--- src/rtl/fu_alu_pipe.sv ---
// rtl/fu_alu_pipe.sv - pipelined integer ALU / branch-condition functional unit
//
// Ports:
//   clock, reset (async, active-low), flush (synchronous squash of all in-flight ops)
//   issue side   : in_valid/in_ready, in_opa, in_opb, in_func, in_rs1, in_rs2,
//                  in_br_func, in_cond_branch, in_uncond_branch, in_tag
//   complete side: out_valid/out_ready, out_result, out_take_branch, out_tag
//   occupancy    : number of valid pipeline stages
//
// in_func encoding (4 bits):
//   0 ADD  1 SUB  2 AND  3 OR  4 XOR  5 SLT  6 SLTU  7 SLL  8 SRL  9 SRA
//   10 MUL 11 MULH 12 MULHSU 13 MULHU  14..15 -> result 32'hfacebeec
//
// The result is computed combinationally at issue and then simply carried
// down a LATENCY-deep register chain. Every stage holds while the last stage
// has a result the consumer is not taking (global stall).

module fu_alu_pipe #(
    parameter int XLEN    = 32,
    parameter int LATENCY = 2,
    parameter int TAG_W   = 6,
    localparam int OCC_W  = $clog2(LATENCY + 1)
) (
    input  logic             clock,
    input  logic             reset,
    input  logic             flush,
    input  logic             in_valid,
    output logic             in_ready,
    input  logic [XLEN-1:0]  in_opa,
    input  logic [XLEN-1:0]  in_opb,
    input  logic [3:0]       in_func,
    input  logic [XLEN-1:0]  in_rs1,
    input  logic [XLEN-1:0]  in_rs2,
    input  logic [2:0]       in_br_func,
    input  logic             in_cond_branch,
    input  logic             in_uncond_branch,
    input  logic [TAG_W-1:0] in_tag,
    output logic             out_valid,
    input  logic             out_ready,
    output logic [XLEN-1:0]  out_result,
    output logic             out_take_branch,
    output logic [TAG_W-1:0] out_tag,
    output logic [OCC_W-1:0] occupancy
);

    localparam logic [3:0] FN_ADD    = 4'd0;
    localparam logic [3:0] FN_SUB    = 4'd1;
    localparam logic [3:0] FN_AND    = 4'd2;
    localparam logic [3:0] FN_OR     = 4'd3;
    localparam logic [3:0] FN_XOR    = 4'd4;
    localparam logic [3:0] FN_SLT    = 4'd5;
    localparam logic [3:0] FN_SLTU   = 4'd6;
    localparam logic [3:0] FN_SLL    = 4'd7;
    localparam logic [3:0] FN_SRL    = 4'd8;
    localparam logic [3:0] FN_SRA    = 4'd9;
    localparam logic [3:0] FN_MUL    = 4'd10;
    localparam logic [3:0] FN_MULH   = 4'd11;
    localparam logic [3:0] FN_MULHSU = 4'd12;
    localparam logic [3:0] FN_MULHU  = 4'd13;

    // ------------------------------------------------------------------
    // Combinational compute on the issue-side inputs
    // ------------------------------------------------------------------
    logic [XLEN-1:0]   alu_res;
    logic              cond;
    logic              take;
    logic [4:0]        shamt;
    logic [2*XLEN-1:0] mul_a;
    logic [2*XLEN-1:0] mul_b;
    logic [2*XLEN-1:0] mul_p;

    assign shamt = in_opb[4:0];

    // One shared 2*XLEN multiplier; the operand extension selects the
    // signedness, so MUL/MULHU use zero-extension and MULH/MULHSU sign-extend.
    always_comb begin
        mul_a = {{XLEN{1'b0}}, in_opa};
        mul_b = {{XLEN{1'b0}}, in_opb};
        if (in_func == FN_MULH || in_func == FN_MULHSU) begin
            mul_a = {{XLEN{in_opa[XLEN-1]}}, in_opa};
        end
        if (in_func == FN_MULH) begin
            mul_b = {{XLEN{in_opb[XLEN-1]}}, in_opb};
        end
    end

    assign mul_p = mul_a * mul_b;

    always_comb begin
        alu_res = XLEN'(32'hfacebeec);
        case (in_func)
            FN_ADD:    alu_res = in_opa + in_opb;
            FN_SUB:    alu_res = in_opa - in_opb;
            FN_AND:    alu_res = in_opa & in_opb;
            FN_OR:     alu_res = in_opa | in_opb;
            FN_XOR:    alu_res = in_opa ^ in_opb;
            FN_SLT:    alu_res = {{(XLEN-1){1'b0}}, ($signed(in_opa) < $signed(in_opb))};
            FN_SLTU:   alu_res = {{(XLEN-1){1'b0}}, (in_opa < in_opb)};
            FN_SLL:    alu_res = in_opa << shamt;
            FN_SRL:    alu_res = in_opa >> shamt;
            FN_SRA:    alu_res = $signed(in_opa) >>> shamt;
            FN_MUL:    alu_res = mul_p[XLEN-1:0];
            FN_MULH,
            FN_MULHSU,
            FN_MULHU:  alu_res = mul_p[2*XLEN-1:XLEN];
            default:   alu_res = XLEN'(32'hfacebeec);
        endcase
    end

    always_comb begin
        cond = 1'b0;
        case (in_br_func)
            3'b000:  cond = (in_rs1 == in_rs2);
            3'b001:  cond = (in_rs1 != in_rs2);
            3'b100:  cond = ($signed(in_rs1) <  $signed(in_rs2));
            3'b101:  cond = ($signed(in_rs1) >= $signed(in_rs2));
            3'b110:  cond = (in_rs1 <  in_rs2);
            3'b111:  cond = (in_rs1 >= in_rs2);
            default: cond = 1'b0;
        endcase
        take = in_uncond_branch | (in_cond_branch & cond);
    end

    // ------------------------------------------------------------------
    // Pipeline control
    // ------------------------------------------------------------------
    logic [LATENCY-1:0] vld_q;
    logic [LATENCY-1:0] vld_d;
    logic [LATENCY-1:0] take_q;
    logic [XLEN-1:0]    res_q [LATENCY];
    logic [TAG_W-1:0]   tag_q [LATENCY];
    logic [OCC_W-1:0]   occ_q;
    logic [OCC_W-1:0]   occ_d;
    logic               stall;
    logic               accept;

    assign stall  = vld_q[LATENCY-1] & ~out_ready;
    assign accept = in_valid & ~stall & ~flush;

    // Valid bits depend only on in_valid, never on data inputs.
    always_comb begin
        vld_d = vld_q;
        if (flush) begin
            vld_d = '0;
        end else if (!stall) begin
            vld_d[0] = accept;
            for (int k = 1; k < LATENCY; k++) begin
                vld_d[k] = vld_q[k-1];
            end
        end
    end

    // Occupancy is kept in its own register so the output is a clean flop.
    always_comb begin
        occ_d = '0;
        for (int k = 0; k < LATENCY; k++) begin
            occ_d = occ_d + OCC_W'(vld_d[k]);
        end
    end

    always_ff @(posedge clock or negedge reset) begin
        if (!reset) begin
            vld_q  <= '0;
            occ_q  <= '0;
            take_q <= '0;
            for (int k = 0; k < LATENCY; k++) begin
                res_q[k] <= '0;
                tag_q[k] <= '0;
            end
        end else begin
            vld_q <= vld_d;
            occ_q <= occ_d;
            if (!stall) begin
                // Bubbles shift like ops; stage 0 data only changes on accept.
                for (int k = 1; k < LATENCY; k++) begin
                    res_q[k]  <= res_q[k-1];
                    tag_q[k]  <= tag_q[k-1];
                    take_q[k] <= take_q[k-1];
                end
                if (accept) begin
                    res_q[0]  <= alu_res;
                    tag_q[0]  <= in_tag;
                    take_q[0] <= take;
                end
            end
        end
    end

    // out_valid is masked during flush so no transfer can happen that cycle.
    assign out_valid       = vld_q[LATENCY-1] & ~flush;
    assign out_result      = res_q[LATENCY-1];
    assign out_take_branch = take_q[LATENCY-1];
    assign out_tag         = tag_q[LATENCY-1];
    assign occupancy       = occ_q;
    assign in_ready        = ~stall;

endmodule

--- config.mk ---
export PLATFORM = sky130hd
export DESIGN_NAME = fu_alu_pipe
export DESIGN_NICKNAME = d
export VERILOG_FILES = /design/src/rtl/fu_alu_pipe.sv
export SDC_FILE = /design/constraint.sdc
export NUM_CORES = 2
export LEC_CHECK = 0
export BUFFER_PORTS_ARGS = -buffer_cell sky130_fd_sc_hd__buf_2
export CORE_ASPECT_RATIO = 1.75
export CORE_MARGIN = 4
export CORE_UTILIZATION = 60
export CTS_CLUSTER_DIAMETER = 150
export CTS_CLUSTER_SIZE = 14
export DETAILED_ROUTE_END_ITERATION = 12
export GPL_TIMING_DRIVEN = 1
export PLACE_DENSITY = 0.8
export SLEW_MARGIN = 5
export SYNTH_ARGS = -nofsm -noshare
export SYNTH_HDL_FRONTEND = slang
export SYNTH_SLANG_ARGS = --single-unit
--- constraint.sdc ---
create_clock -name clock -period 2.6 [get_ports clock]
set_input_delay 0.39 -clock clock [delete_from_list [all_inputs] [get_ports clock]]
set_output_delay 0.39 -clock clock [all_outputs]
set_load 0.01 [all_outputs]
==> impl_metrics.ini, run 1 <==
[run_status]
status = did not finish
haltStage = global routing
stop_error = [ERROR GRT-0116] Global routing finished with congestion. Check the congestion regions in the DRC Viewer.

[logic_synthesis]
yosysUniqueCellTypes = 105
synth_edf_count = 0
syn_area_per_cell_sq_um = 8.64
ys_ff_latch = 82
yosys_warnings = 0
synthCells = 6883
ys.flop_type = dfrtp_1
netlist.area_leader.share_pct = 47.8
syn_area_sq_um = 59500
synth_area_leaders = fa_1 48%, inv_1 10%, ha_1 9.2%, nand2_1 6.0%, nor2_1 3.9%
synthArstFlopShare_pct = 100
yosysTopAreaCell = fa_1
ys_seq_area_share_pct = 3.45
synthTopCellsByCount = 1643 x inv_1, 1421 x fa_1, 951 x nand2_1
synth_most_common_cell = inv_1
synth_nets = 8890

[placed_design]
dp_slack_ns = -7.32
portBuffers = 190
place_area_sq_um = 73300
dpl.hpwl_um = 256000
routabilityCongestion = 1.19

[die]
die_h_um = 425
die_w_um = 246
io_pins = 191
num_rows = 152
initial_utilization_pct = 60.5

[global_routing]
grt_max_degree = 83
grtUsageTotal_pct = 74.8
grt_pass1_vias = 75300
grt_pass1_wl_um = 572000
grt_overflow = 733

[clock_tree]
cts_hold_buf = 0
cts_root_buffer = clkbuf_16
cts_max_level = 3
clockBufferDepth = 2
cts.sinks = 82
cts_buffers = 9
-- cells by family after synthesis --
family / share of synthesized area (%)
buffers and inverters: 13.5
adders and majority gates: 57.0
and+or+nand+nor: 12.9
AOI/OAI and AO/OA: 8.94
xor gates and xnor gates: 1.90
muxes: 2.33
DFF: 3.45
-- routing by layer --
| layer | overflow | GRT usage [%] |
|---|---|---|
| met5 | 0 | 20.7 |
| met4 | 261 | 79.3 |
| met3 | 1 | 58.4 |
| met2 | 471 | 93.5 |
| met1 | 0 | 71.6 |
-- per-stage QoR --
stage               util, %  setup TNS [ns]  instances
floorplan                 -         -185.15       6883
global placement       74.5         -212.17       9458
detailed placement     74.5         -215.88       9458
CTS                    77.1         -193.59       9538
-- repair_timing --
item / CTS
buffers inserted: 68
gates cloned: 2
endpoints found under the setup margin: 32
pin swaps: 264
gates resized for setup: 432
==> run 2, diff against run 1 <==
- CORE_ASPECT_RATIO: 1.75 -> unset
- CORE_UTILIZATION: 60 -> 40
- CTS_CLUSTER_DIAMETER: 150 -> unset
- CTS_CLUSTER_SIZE: 14 -> unset
- PLACE_DENSITY: 0.8 -> unset
- PLACE_DENSITY_LB_ADDON: unset -> 0.15
- clock period: 2.6 -> 3.4 ns (I/O delays scaled with it)
==> impl_metrics.ini, run 2 <==
[global_routing]
grtUsageTotal_pct = 35.6
grt_pass1_wl_um = 403000
grt_overflow = 0
grt_pass1_vias = 58300
use_met2_pct = 57.1
antenna_found_initial = 20
gr-usage-met3_pct = 5.80
busiest_layer = met2
grt_max_degree = 69
met1_usage_pct = 46.2

[finish]
ff_latch_area_sq_um = 2050
drive_gt1_share_pct = 27.6
layout_commonest_cell = inv_1
finalNetCount = 10200
fill_cells = 14200
multi_input_area_sq_um = 51700
area_growth_pct = 29.9
final_cell_mix = 1566 x inv_1, 1327 x buf_4, 1322 x fa_1, 920 x nand2_1, 597 x nor2_1

[routing]
drt_iter0_markers = 4687
route.detailed.drc = 0
wl_per_cell_um = 27.2
num_vias = 54100
antenna_left = 0
wirelength_um = 276000
viasPerCell = 5.33
drt_pass1_iterations = 5

[timing]
fmax_mhz = 109
period_share_pct = 269
skew_ns = 0.00894
rsz0062_at_grt = yes
slew_violations = 0
max-slew-margin-rel_pct = 29.6
worst_slew_pin_slew_ns = 1.05
min_period_ns = 9.13
hold_violations = 0
final-setup-viol-count = 32
worst_slack_ns = -5.73

[run_status]
violations = setup timing
status = finished, violations left

[logic_synthesis]
yosysTopAreaCell = fa_1
ys_seq_area_share_pct = 3.45
yosysUniqueCellTypes = 105
synth_edf_count = 0
synthTopCellsByCount = 1643 x inv_1, 1421 x fa_1, 951 x nand2_1
syn_area_per_cell_sq_um = 8.64
syn_area_sq_um = 59500
synthCells = 6883
synth_area_leaders = fa_1 48%, inv_1 10%, ha_1 9.2%, nand2_1 6.0%, nor2_1 3.9%
synth_nets = 8890
yosys_warnings = 0
synth_most_common_cell = inv_1
synthArstFlopShare_pct = 100
ys_ff_latch = 82
netlist.area_leader.share_pct = 47.8
ys.flop_type = dfrtp_1

[placed_design]
dp_slack_ns = -6.97
portBuffers = 190
routabilityCongestion = 1.03
dpl.hpwl_um = 244000

[critical_path]
crit_buf_inv = 10
cpMostUsedCell = fa_1
slowest_delay_ns = 0.62
end_kind = flop
cpLargestDelayFamily = adder cells
crit_type = in -> reg
critPathLaunchType = input port
worstPathRequired_ns = 3.64
crit_arrival_ns = 9.38
ff2ff_setup_slack_ns = 0.51
critPathMaxFanout = 4
critPathSlowestCell = fa_2

[die]
initial_utilization_pct = 40.2
die_w_um = 394
die_h_um = 394
coreArea_sq_um = 148000
num_rows = 141
io_pins = 191
dieArea_sq_um = 155000

[clock_tree]
cts_hold_buf = 0
clk_latency_ns = 0.36
cts_tree = yes
clockBufferDepth = 2
clkTransAtPathRegs_ns = 0.07
cts_max_level = 3
cts_buffers = 9
cts.sinks = 82
cts_root_buffer = clkbuf_16

[job]
max-cap-violations = 0

[worst_hold_path]
hold_path.class = in -> async
==> run 2: cell counts after synthesis <==
Identical to the previous run, type by type.
==> run 2: logic make-up (layout without fill, tap and decap cells) <==
family / after synthesis / after routing / share of synthesized area [%]
AO/OA/AOI/OAI: 784 / 784 / 8.94
XOR/XNOR: 129 / 129 / 1.90
adder cells (fa/ha/maj): 1859 / 1859 / 57.0
buffers and inverters: 2068 / 3402 / 13.5
flip-flops: 82 / 82 / 3.45
multiplexers: 108 / 108 / 2.33
other: 0 / 7 / 0
AND/OR/NAND/NOR: 1853 / 1853 / 12.9
==> run 2: layout make-up <==
class,instances,share of cell area (%)
multi-input combinational,4733,66.9
timing repair buffer,1716,18.8
inverter,1670,8.15
tap,1930,3.12
sequential,82,2.65
clock buffer,10,0.309
clock inverter,6,0.0939
antenna,7,0.0227
==> run 2: worst reg2reg max path, cell delays in order, from the launching register on <==
cell,delay (ns)
dfrtp_1,0.38
nor2b_4,0.13
nor3b_2,0.30
buf_4,0.18
and2_1,0.39
buf_12,0.21
o211ai_1,0.14
a21oi_1,0.13
o21ai_0,0.09
a221oi_1,0.56
buf_4,0.22
a21oi_1,0.06
==> run 2: metal layers <==
metal | up-vias | share of wire (%) | wire length, um
met2 | 2388 | 45 | 124000
met3 | 583 | 7.8 | 21500
met1 | 27700 | 40 | 110000
li1 | 23400 | - | -
met5 | - | 0.013 | 36
met4 | 6 | 7.1 | 19700
==> run 2: what timing repair did <==
action / 4_1_cts / 5_1_grt
pin swaps: 297 / 172
buffers inserted: 82 / 30
endpoints found under the setup margin: 32 / 32
cloned: 2 / 0
gates resized for setup: 461 / 151
==> run 2: path summary, 6_finish.rpt <==
path / depth (start not counted) / to / from
max reg2reg: 11 / res_q[35] / vld_q[1]
max in group asynchronous: 2 / res_q[63] / reset
min reg2reg: 2 / out_result[11] / out_result[11]
min in group clock: 3 / tag_q[8] / in_tag[2]
min: 1 / out_result[7] / reset
max: 36 / res_q[58] / in_func[1]
==> run 2: through the flow <==
stage          hold slack, ns  setup TNS, ns  util (%)  cell area [sq um]  std cells
5_1_grt                 0.251        -179.61      52.3              77300      10100
6_report                0.190        -175.08      52.3              77300      10200
3_5_place_dp            0.452        -198.31      49.7              73500      10000
2_1_floorplan           0.214        -163.29         -              60300       6883
4_1_cts                 0.227        -171.80      51.7              76400      10100
3_3_place_gp            0.443        -196.23      49.7              73500      10000
Power of run 2 is left out: the tool's default activity adds up to more than one toggle a clock period on the data nets, which glitch-free logic cannot reach.
